**src/rtl/game_countdown.sv**
```systemverilog
// Round timer for the whack-a-mole game: counts a round down in BCD from START_SECONDS
// on 1 Hz ticks, flags the closing seconds and reports round end.
module game_countdown #(
    parameter int unsigned START_SECONDS = 60,
    parameter int unsigned WARN_SECONDS  = 10
) (
    input  logic       clk_in,
    input  logic       reset,
    input  logic       tick_1hz,
    input  logic       start,
    input  logic       hold,
    output logic [3:0] tens,
    output logic [3:0] ones,
    output logic       running,
    output logic       time_up,
    output logic       game_over,
    output logic       warning
);

    localparam logic [3:0] StartTens = 4'(START_SECONDS / 10);
    localparam logic [3:0] StartOnes = 4'(START_SECONDS % 10);
    localparam logic [6:0] WarnLimit = 7'(WARN_SECONDS);

    typedef enum logic [1:0] {StIdle, StRun, StDone} state_e;

    state_e     state_q;
    logic [3:0] tens_q;
    logic [3:0] ones_q;
    logic       game_over_q;
    logic [6:0] remaining;

    always_ff @(posedge clk_in) begin
        if (reset) begin
            state_q     <= StIdle;
            tens_q      <= StartTens;
            ones_q      <= StartOnes;
            game_over_q <= 1'b0;
        end else begin
            game_over_q <= 1'b0;
            unique case (state_q)
                StIdle, StDone: begin
                    // A start arriving with a tick wins; the tick is dropped.
                    if (start) begin
                        state_q <= StRun;
                        tens_q  <= StartTens;
                        ones_q  <= StartOnes;
                    end
                end
                StRun: begin
                    if (tick_1hz && !hold) begin
                        if (tens_q == 4'd0 && ones_q == 4'd1) begin
                            ones_q      <= 4'd0;
                            state_q     <= StDone;
                            game_over_q <= 1'b1;
                        end else if (ones_q != 4'd0) begin
                            ones_q <= ones_q - 4'd1;
                        end else begin
                            ones_q <= 4'd9;
                            tens_q <= tens_q - 4'd1;
                        end
                    end
                end
                default: begin
                    state_q <= StIdle;
                    tens_q  <= StartTens;
                    ones_q  <= StartOnes;
                end
            endcase
        end
    end

    always_comb begin
        remaining = 7'(tens_q) * 7'd10 + 7'(ones_q);
        tens      = tens_q;
        ones      = ones_q;
        running   = (state_q == StRun);
        time_up   = (state_q == StDone);
        game_over = game_over_q;
        warning   = running && (remaining != 7'd0) && (remaining <= WarnLimit);
    end

endmodule

```
**config.mk**
```make
export PLATFORM = sky130hd
export DESIGN_NAME = game_countdown
export DESIGN_NICKNAME = d
export VERILOG_FILES = /design/src/rtl/game_countdown.sv
export SDC_FILE = /design/constraint.sdc
export NUM_CORES = 1
export LEC_CHECK = 0
export ABC_AREA = 1
export CORE_UTILIZATION = 30
export DETAILED_ROUTE_END_ITERATION = 8
export SETUP_SLACK_MARGIN = 0.05
export SYNTH_ARGS = -nofsm -noshare
export SYNTH_HDL_FRONTEND = slang
export SYNTH_SLANG_ARGS = --single-unit
```
**constraint.sdc**
```tcl
create_clock -name clk_in -period 3.75 [get_ports clk_in]
set_input_delay 0.5625 -clock clk_in [delete_from_list [all_inputs] [get_ports clk_in]]
set_output_delay 0.5625 -clock clk_in [all_outputs]
set_load 0.005 [all_outputs]
```
==> flow_metrics.py <==
metrics = {
    "global_route": {
        "met1_usage_pct": 16.49,
        "grt_util_met3_pct": 2.232,
        "overflow": 0,
        "busiest_layer": "met2",
        "grt_pass1_vias": 854,
        "grt_pass1_wl_mm": 3.498,
        "grt_usage_pct": 13.13,
        "antenna_found_initial": 0,
        "grt_max_degree": 8,
        "met2_usage_pct": 22.33,
    },
    "routing": {
        "wl_per_cell_um": 9.980,
        "drcViolationCount": 0,
        "antenna_left": 0,
        "routed_wl_mm": 1.996,
        "via_per_inst": 4.500,
        "drt_iter0_markers": 13,
        "num_vias": 900,
        "drt_pass1_iterations": 4,
    },
    "sta": {
        "worst_pin_slew_ns": 0.2928,
        "setup_viol": 0,
        "fin_crit_sh_pct": 84.72,
        "setup-tns-final_ns": 0,
        "hold_violations": 0,
        "slew_headroom_pct": 80.45,
        "rsz0062_at_grt": "false",
        "drv_slew": 0,
        "finalCriticalPeriod_ns": 3.177,
        "fmax_mhz": 314.8,
        "timing.final.ws_setup_ns": 0.5730,
        "finClkSkew_ns": 0.001462,
    },
    "placed_design": {
        "finalWeightedCongestion": 0.7707,
        "portBuffers": 16,
        "pre_cts_ws_ns": 0.8836,
        "place_hpwl_mm": 1.644,
    },
    "floorplan": {
        "initial_core_util_pct": 31.36,
        "io_pins": 17,
        "core_sq_um": 3028,
        "fp.dieH_um": 58.27,
        "dieArea_sq_um": 3395,
        "num_rows": 20,
        "die-width_um": 58.27,
    },
    "clock_tree": {
        "cts_root_buffer": "clkbuf_4",
        "cts_resized": 0,
        "cts_max_path_buffers": 2,
        "clkLatencyLatePin_ns": 0.27,
        "cts_tree": "yes",
        "cts-buffers-inserted": 3,
        "cts_hold_buf": 0,
        "clk_pin_slew_ns": 0.07,
        "ctsHtreeMaxLevel": 1,
        "cts.sinks": 11,
        "post_cts_buffers": 0,
    },
    "run_status": {
        "status": "completed",
    },
    "min_path": {
        "hp-start": "state_q[1]",
        "hold_path_class": "reg -> reg",
        "whs_path_depth": 2,
        "hold_end": "state_q[1]",
    },
    "yosys": {
        "ys_seq_elements": 11,
        "ys_types": 22,
        "ys_seq_area_share_pct": 23.19,
        "synth_area_sq_um": 949.7,
        "syn_nets": 154,
        "ys.warnings.count": 0,
        "synth_area_per_cell_sq_um": 6.983,
        "netlist_instances": 136,
    },
    "setup_path": {
        "required_ns": 3.19,
        "critPathKind": "reg -> out",
        "r2r_slack_ns": 2.20,
        "r2r-start": "tens[0]",
        "timing.rr.end": "ones[3]",
        "worstSetupStartpointType": "flop",
        "arrival_ns": 2.61,
        "cp-end-kind": "output pin",
        "reg2regPathDepth": 9,
        "startpoint": "tens[3]",
        "crit_path_max_fanout": 7,
    },
    "layout": {
        "area_growth_pct": 25.43,
        "drive_gt1_share_pct": 10.90,
        "fillers": 337,
        "antenna_cells": 0,
        "nNetsFinal": 175,
    },
    "power": {
        "leakage_nw": 0.5106,
        "power_density_nw_per_um2": 318.0,
        "vdd_drop_max_uv": 193.1,
    },
    "job": {
        "cap_viol_max_count": 0,
    },
}
## cell families (layout without fill, tap and decap cells)
group	after synthesis	count (layout)	share of synthesized area, %
and+or+nand+nor	69	69	36.50
buffers and inverters	24	44	10.01
AOI/OAI and AO/OA	16	16	8.827
adders and majority gates	13	13	18.71
DFF	11	11	23.19
xor gates and xnor gates	3	3	2.767
## cell usage after synthesis, drive strengths merged
master,number,share of area (%)
nand2,32,16
nor3,1,0.53
a21oi,9,5.1
xor2,2,1.8
xnor2,1,0.92
nor4,1,0.66
o21ai,7,3.7
dfxtp,11,23
fa,2,4.2
nor2,18,9.2
inv,23,9.1
ha,11,14
nand3,17,10
clkinv,1,0.92
## metal layers
layer	routed length, um	vias to the layer above
met4	21	0
li1	-	471
met1	1008	409
met3	62	2
met2	904	18
met5	0	-
## worst max-delay path: stages (launching register included)
cell             delay, ns
dfxtp_1               0.47
ha_1                  0.29
ha_1                  0.19
inv_1                 0.06
fa_1                  0.42
inv_1                 0.11
nor2_1                0.06
nor2_1                0.09
nand3_1               0.07
nor2_1                0.08
clkdlybuf4s50_1       0.50
## worst max-delay path by stage
stage                          to  slack, ns  cells after the start
after floorplan           warning       1.48                      9
after global placement    warning       0.92                     10
after detailed placement  warning       0.88                     11
after CTS                 warning       0.58                     11
after global routing      warning       0.40                     10
final                     warning       0.57                     10
## stage by stage
step	total power [mW]	instances	area, sq um	hold WS (ns)	util, %
CTS	0.3829	200	1191	0.4774	39.34
detailed placement	0.2984	196	1165	0.4668	38.47
global placement	0.2949	196	1165	0.4557	38.47
floorplan	0.2501	136	949.7	0.4374	-
finish	0.3788	200	1191	0.4729	39.34
global route	0.4117	200	1191	0.4993	39.34
## power by group
| group | total (mW) | switching (mW) | leakage [nW] | internal [mW] |
|---|---|---|---|---|
| Clock | 0.0843 | 0.0431 | 0.0150 | 0.0412 |
| Combinational | 0.154 | 0.0861 | 0.406 | 0.0676 |
| Sequential | 0.141 | 0.0151 | 0.0900 | 0.126 |
## cell usage in the layout, fill, tap and decap left out
master	n
nor3_1	1
a21oi_2	1
nor2_2	2
ha_1	11
nand2_1	26
a21oi_1	8
o21ai_0	6
xnor2_1	1
nor2_4	2
nand3_4	1
nor4_1	1
clkbuf_4	3
clkbuf_1	1
fa_1	2
o21ai_1	1
dfxtp_1	11
inv_2	1
clkinv_4	1
nor2_1	14
xor2_1	2
nand2_4	3
clkdlybuf4s50_1	16
nand3_1	16
inv_1	22
nand2_2	3
## flip-flops by register name, indices dropped and copies added (netlist names)
| register | flops |
|---|---|
| ones | 4 |
| tens | 4 |
| state_q | 2 |
| game_over | 1 |
## area by class of cell
class | instances | area, sq um | share of cell area [%]
multi-input cells | 101 | 634.4 | 53.26
flip-flops and latches | 11 | 220.2 | 18.49
repair buffers | 16 | 160.2 | 13.45
inverters | 24 | 95.09 | 7.983
well taps | 44 | 55.05 | 4.622
clock buffers | 4 | 26.28 | 2.206
No activity file was read; power rests on OpenSTA's default activity.
